<file path="config.mk">
export PLATFORM = sky130hd
export DESIGN_NAME = ai_mc_rd_sched
export DESIGN_NICKNAME = d
export VERILOG_FILES = /design/src/rtl/ai_mc_pkg.sv /design/src/rtl/ai_mc_rr_pick.sv /design/src/rtl/ai_mc_rd_sched.sv
export SDC_FILE = /design/constraint.sdc
export NUM_CORES = 1
export LEC_CHECK = 0
export CORE_AREA = 3 3 107 109
export CTS_BUF_LIST = sky130_fd_sc_hd__clkbuf_16
export DETAILED_ROUTE_END_ITERATION = 16
export DIE_AREA = 0 0 110 112
export DONT_BUFFER_PORTS = 1
export PLACE_DENSITY = 0.66
export SYNTH_ARGS = -nofsm -noshare
export SYNTH_HDL_FRONTEND = slang
export SYNTH_SLANG_ARGS = --single-unit
</file>
<file path="constraint.sdc">
create_clock -name clk -period 6.8 [get_ports clk]
set_clock_uncertainty 0.05 [all_clocks]
set_input_delay 1.36 -clock clk [delete_from_list [all_inputs] [get_ports clk]]
set_output_delay 1.36 -clock clk [all_outputs]
set_load 0.01 [all_outputs]
</file>
<file path="src/rtl/ai_mc_pkg.sv">
// Shared types and limits for the memory-controller read scheduler.
package ai_mc_pkg;

  localparam int MC_MAX_REQ = 8;

  typedef enum logic [1:0] {
    IDLE,
    CMD,
    DATA
  } mc_sched_state_e;

endpackage

</file>
<file path="src/rtl/ai_mc_rr_pick.sv">
// Combinational round-robin picker: first set request at or after ptr, wrapping.
module ai_mc_rr_pick
  import ai_mc_pkg::*;
#(
  parameter int NUM_REQ = 3,
  parameter int IDX_W   = $clog2(MC_MAX_REQ)
) (
  input  logic [NUM_REQ-1:0] req,
  input  logic [IDX_W-1:0]   ptr,
  output logic [NUM_REQ-1:0] grant,
  output logic [IDX_W-1:0]   grant_idx,
  output logic               any
);

  int unsigned        idx;
  logic [NUM_REQ-1:0] sel;

  always_comb begin
    grant     = '0;
    grant_idx = '0;
    any       = 1'b0;
    idx       = 0;
    sel       = '0;
    for (int i = 0; i < NUM_REQ; i++) begin
      idx = int'(ptr) + i;
      if (idx >= NUM_REQ) idx = idx - NUM_REQ;
      sel = req >> idx;
      if (!any && sel[0]) begin
        any       = 1'b1;
        grant     = {{(NUM_REQ-1){1'b0}}, 1'b1} << idx;
        grant_idx = IDX_W'(idx);
      end
    end
  end

endmodule

</file>
<file path="src/rtl/ai_mc_rd_sched.sv">
// Round-robin scheduler sharing one memory-controller read channel among
// NUM_REQ burst requesters; the grant is held until the last beat is delivered.
module ai_mc_rd_sched
  import ai_mc_pkg::*;
#(
  parameter int NUM_REQ = 3,
  parameter int ADDR_W  = 32,
  parameter int LEN_W   = 16,
  parameter int DATA_W  = 32
) (
  input  logic                      clk,
  input  logic                      rst,
  input  logic [NUM_REQ-1:0]        req_valid,
  output logic [NUM_REQ-1:0]        req_ready,
  input  logic [NUM_REQ*ADDR_W-1:0] req_addr,
  input  logic [NUM_REQ*LEN_W-1:0]  req_len,
  output logic                      mc_cmd_valid,
  input  logic                      mc_cmd_ready,
  output logic [ADDR_W-1:0]         mc_cmd_addr,
  output logic [LEN_W-1:0]          mc_cmd_len,
  input  logic                      mc_rd_valid,
  output logic                      mc_rd_ready,
  input  logic [DATA_W-1:0]         mc_rd_data,
  output logic [NUM_REQ-1:0]        rd_valid,
  input  logic [NUM_REQ-1:0]        rd_ready,
  output logic [DATA_W-1:0]         rd_data,
  output logic                      rd_last,
  output logic                      busy,
  output logic                      len_err
);

  localparam int IDX_W = $clog2(MC_MAX_REQ);

  mc_sched_state_e    state_q, state_d;
  logic [IDX_W-1:0]   ptr_q, grant_q, pick_idx;
  logic [NUM_REQ-1:0] grant_oh_q, pick_grant;
  logic               pick_any;
  logic [ADDR_W-1:0]  addr_q, sel_addr;
  logic [LEN_W-1:0]   len_q, cnt_q, sel_len;
  logic               accept, cmd_fire, beat_fire, last_fire, sel_ready;

  function automatic logic [IDX_W-1:0] wrap_inc(input logic [IDX_W-1:0] i);
    return (int'(i) + 1 >= NUM_REQ) ? '0 : i + IDX_W'(1);
  endfunction

  ai_mc_rr_pick #(
    .NUM_REQ (NUM_REQ),
    .IDX_W   (IDX_W)
  ) u_pick (
    .req       (req_valid),
    .ptr       (ptr_q),
    .grant     (pick_grant),
    .grant_idx (pick_idx),
    .any       (pick_any)
  );

  assign sel_addr  = req_addr[int'(pick_idx)*ADDR_W +: ADDR_W];
  assign sel_len   = req_len[int'(pick_idx)*LEN_W +: LEN_W];
  assign sel_ready = |(rd_ready & grant_oh_q);

  // Gating with rst keeps req_ready low while reset is held even though IDLE.
  assign accept    = (state_q == IDLE) && pick_any && !rst;
  assign cmd_fire  = (state_q == CMD) && mc_cmd_ready;
  assign beat_fire = (state_q == DATA) && mc_rd_valid && sel_ready;
  assign last_fire = beat_fire && (cnt_q == LEN_W'(1));

  always_ff @(posedge clk or posedge rst) begin
    if (rst) state_q <= IDLE;
    else     state_q <= state_d;
  end

  always_comb begin
    state_d = state_q;
    case (state_q)
      IDLE:    if (accept && sel_len != '0) state_d = CMD;
      CMD:     if (cmd_fire) state_d = DATA;
      DATA:    if (last_fire) state_d = IDLE;
      default: state_d = IDLE;
    endcase
  end

  always_comb begin
    req_ready    = accept ? pick_grant : '0;
    mc_cmd_valid = (state_q == CMD);
    mc_rd_ready  = (state_q == DATA) && sel_ready;
    rd_valid     = (state_q == DATA) ? (grant_oh_q & {NUM_REQ{mc_rd_valid}}) : '0;
    rd_data      = (state_q == DATA) ? mc_rd_data : '0;
    rd_last      = (state_q == DATA) && mc_rd_valid && (cnt_q == LEN_W'(1));
    busy         = (state_q != IDLE);
  end

  assign mc_cmd_addr = addr_q;
  assign mc_cmd_len  = len_q;

  // A zero-length request is consumed in IDLE: flag it and move the pointer on.
  always_ff @(posedge clk or posedge rst) begin
    if (rst) begin
      addr_q     <= '0;
      len_q      <= '0;
      cnt_q      <= '0;
      ptr_q      <= '0;
      grant_q    <= '0;
      grant_oh_q <= '0;
      len_err    <= 1'b0;
    end else begin
      if (accept) begin
        addr_q     <= sel_addr;
        len_q      <= sel_len;
        grant_q    <= pick_idx;
        grant_oh_q <= pick_grant;
        if (sel_len == '0) begin
          len_err <= 1'b1;
          ptr_q   <= wrap_inc(pick_idx);
        end
      end
      if (cmd_fire)  cnt_q <= len_q;
      if (beat_fire) cnt_q <= cnt_q - LEN_W'(1);
      if (last_fire) ptr_q <= wrap_inc(grant_q);
    end
  end

endmodule

</file>
==> reports/results.ini <==
[floorplan]
rows=38
fp.dieW_um=110
die-area_um2=12300
placeableCoreArea_um2=10700
io_pins=277
initial_core_util_pct=50.7
die_h_um=112

[sta]
slew_viol_final=0
tightest_slew_ns=0.971
hold_violations=0
fmax_ghz=0.180
finalSetupViolations=0
max_slew_margin_pct=35.2
fin_crit_sh_pct=81.7
post-route-min-period_ns=5.56
final.setup.tns_ns=0
rsz0062_at_grt=no

[global_route]
grt.total_usage_pct=26.8
antenna_found_initial=0
first_global_vias=4552
grt_max_degree=77
gr-total-overflow=0
grt_pass1_wl_um=25500

[setup_path]
end_kind=primary output
worst-setup-path-type=reg2out
r2r_slack_ns=1.62
rr_worst_depth=16
arrival_ns=4.15
worstPathRequired_ns=5.39
crit_fanout=25
crit_path_start_kind=flop

[detailed_routing]
drt_first_pass_iters=6
via_per_inst=6.26
vias=4877
drtAntennaViolNets=0
drc_errors=0
wl_met3_um=1490
highest_layer=met4
drt-initial-drc-count=406
wl_met2_um=7970
finalWirelength_um=17100
wl_met1_um=7280
wl_per_cell_um=21.9

[power_and_ir_drop]
irDropWorstVdd_mv=0.174
power_density_nw_per_um2=426
p_leak_nw=2.66
total_power_mw=2.45

[final_layout]
syn2layout_area_growth_pct=6.07
mostFrequentLayoutCells=76 x dfrtp_1, 75 x nand2_1, 71 x nor2_1, 54 x a21oi_1, 49 x mux2i_1
multi_input_area_um2=3280
regArea_um2=1900
fin_nets=836
drive_gt1_share_pct=7.20
n_fill_cell=1014
final_common_cell=dfrtp_1
diodes=0

[clocking]
hold_buffers=0
cts_tree=yes
root_buffer=clkbuf_16
cts_buffers=9
ctsResizeCount=0
clk_latency_ns=0.33
cts_setup_buffers=0
cts.path.max_buffers=2
cts_sinks=76
cts.reportedPaths.clkPinSlew_ns=0.06
htreeDepth=3

[yosys]
async_reset_ff_share_pct=100
synth_top_area_share_pct=35.1
post_synth_main_area_contributors=dfrtp_1 35%, mux2i_1 9.0%, nand2_1 5.2%
ys_ff_latch=76
ys_seq_area_share_pct=35.1
synth_top_area_cell=dfrtp_1
synth_warnings=0
postSynthAreaPerCell_um2=8.29
synth_area_um2=5420
synth_nets=856
synth_edf_count=0
syn_inst=654
synth-main-ff-cell=dfrtp_1
synth_cell_types=75

[placement]
dpl.hpwl_um=13500
io_buffers=0
routabilityCongestion=0.923

[run]
max_cap_violations=0

[run_status]
status=finished, final reports clean

[worst_hold_path]
hold_depth=1
min_path_type=reg2reg

logic make-up after synthesis:
family / count (synthesis) / share of synthesized area (%)
AOI/OAI and AO/OA: 184 / 22.2
xor gates and xnor gates: 5 / 0.808
adders and majority gates: 16 / 3.69
buffers and inverters: 57 / 4.61
DFF: 76 / 35.1
muxes: 51 / 9.67
and+or+nand+nor: 265 / 24.0
per-stage QoR:
stage,hold slack (ns),utilization (%),setup slack (ns),std cells,instance area (µm²)
2_1_floorplan,0.413,-,1.95,654,5420
3_3_place_gp,0.436,51.3,1.75,763,5480
3_5_place_dp,0.439,51.3,1.66,763,5480
4_1_cts,0.453,53.8,1.29,779,5750
5_1_grt,0.486,53.8,1.01,779,5750
6_report,0.452,53.8,1.24,779,5750
report_power, final:
part	total (mW)	internal (mW)	switching [mW]
Clock	0.435	0.246	0.190
Combinational	1.11	0.419	0.693
Sequential	0.906	0.648	0.258
routing by layer:
layer  global-route usage, %  up-vias
li1                        -     2316
met1                    38.1     2323
met2                    40.4      212
met3                    6.84       26
met4                    7.56        0
met5                       0        -
cell usage after synthesis (4+ instances only):
cell type,count
dfrtp_1,76
nand2_1,75
nor2_1,71
a21oi_1,54
mux2i_1,49
o21ai_1,45
and2_1,34
clkbuf_1,21
o21ai_0,18
inv_1,17
ha_1,16
nor3_1,14
nand3_1,10
nor2b_1,9
nor4_1,9
nand4_1,8
a21o_1,6
buf_1,6
o211ai_1,6
or2_2,6
a22oi_1,5
and3_1,5
buf_2,5
a31oi_1,4
buf_4,4
nand2b_1,4
o311ai_0,4
path summary, 6_finish.rpt:
kind | startpoint | to
min | grant_oh_q[0] | grant_oh_q[0]
min reg2reg | grant_oh_q[0] | grant_oh_q[0]
min in group asynchronous | rst | grant_oh_q[0]
max in group asynchronous | rst | mc_cmd_addr[11]
max | ptr_q[0] | req_ready[0]
max reg2reg | ptr_q[0] | ptr_q[2]
registers in the layout, summed over array words and instances (netlist names):
signal / count
state_q: 2
ptr_q: 3
cnt_q: 16
len_err: 1
mc_cmd_addr: 32
grant_q: 3
mc_cmd_len: 16
grant_oh_q: 3
final cells by class:
class / count / share of cell area [%]
clock buffers: 9 / 3.91
inverters: 19 / 1.24
well taps: 140 / 3.04
clock inverters: 7 / 0.761
repair buffers: 7 / 0.913
multi-input cells: 521 / 57.1
flip-flops and latches: 76 / 33.1
worst max-delay path, stage by stage, from the launching register on:
cell and delay [ns]:
dfrtp_1 0.32, buf_4 0.25, inv_1 0.19, ha_1 0.54, or2_0 0.30, nor2b_1 0.14, ha_1 0.30, inv_1 0.04
a2111o_1 0.45, a221oi_4 0.38, and3_1 0.31, a21oi_1 0.09, o32ai_1 0.11, nor2b_1 0.39
Note: power is estimated with default switching activity, not from simulation.
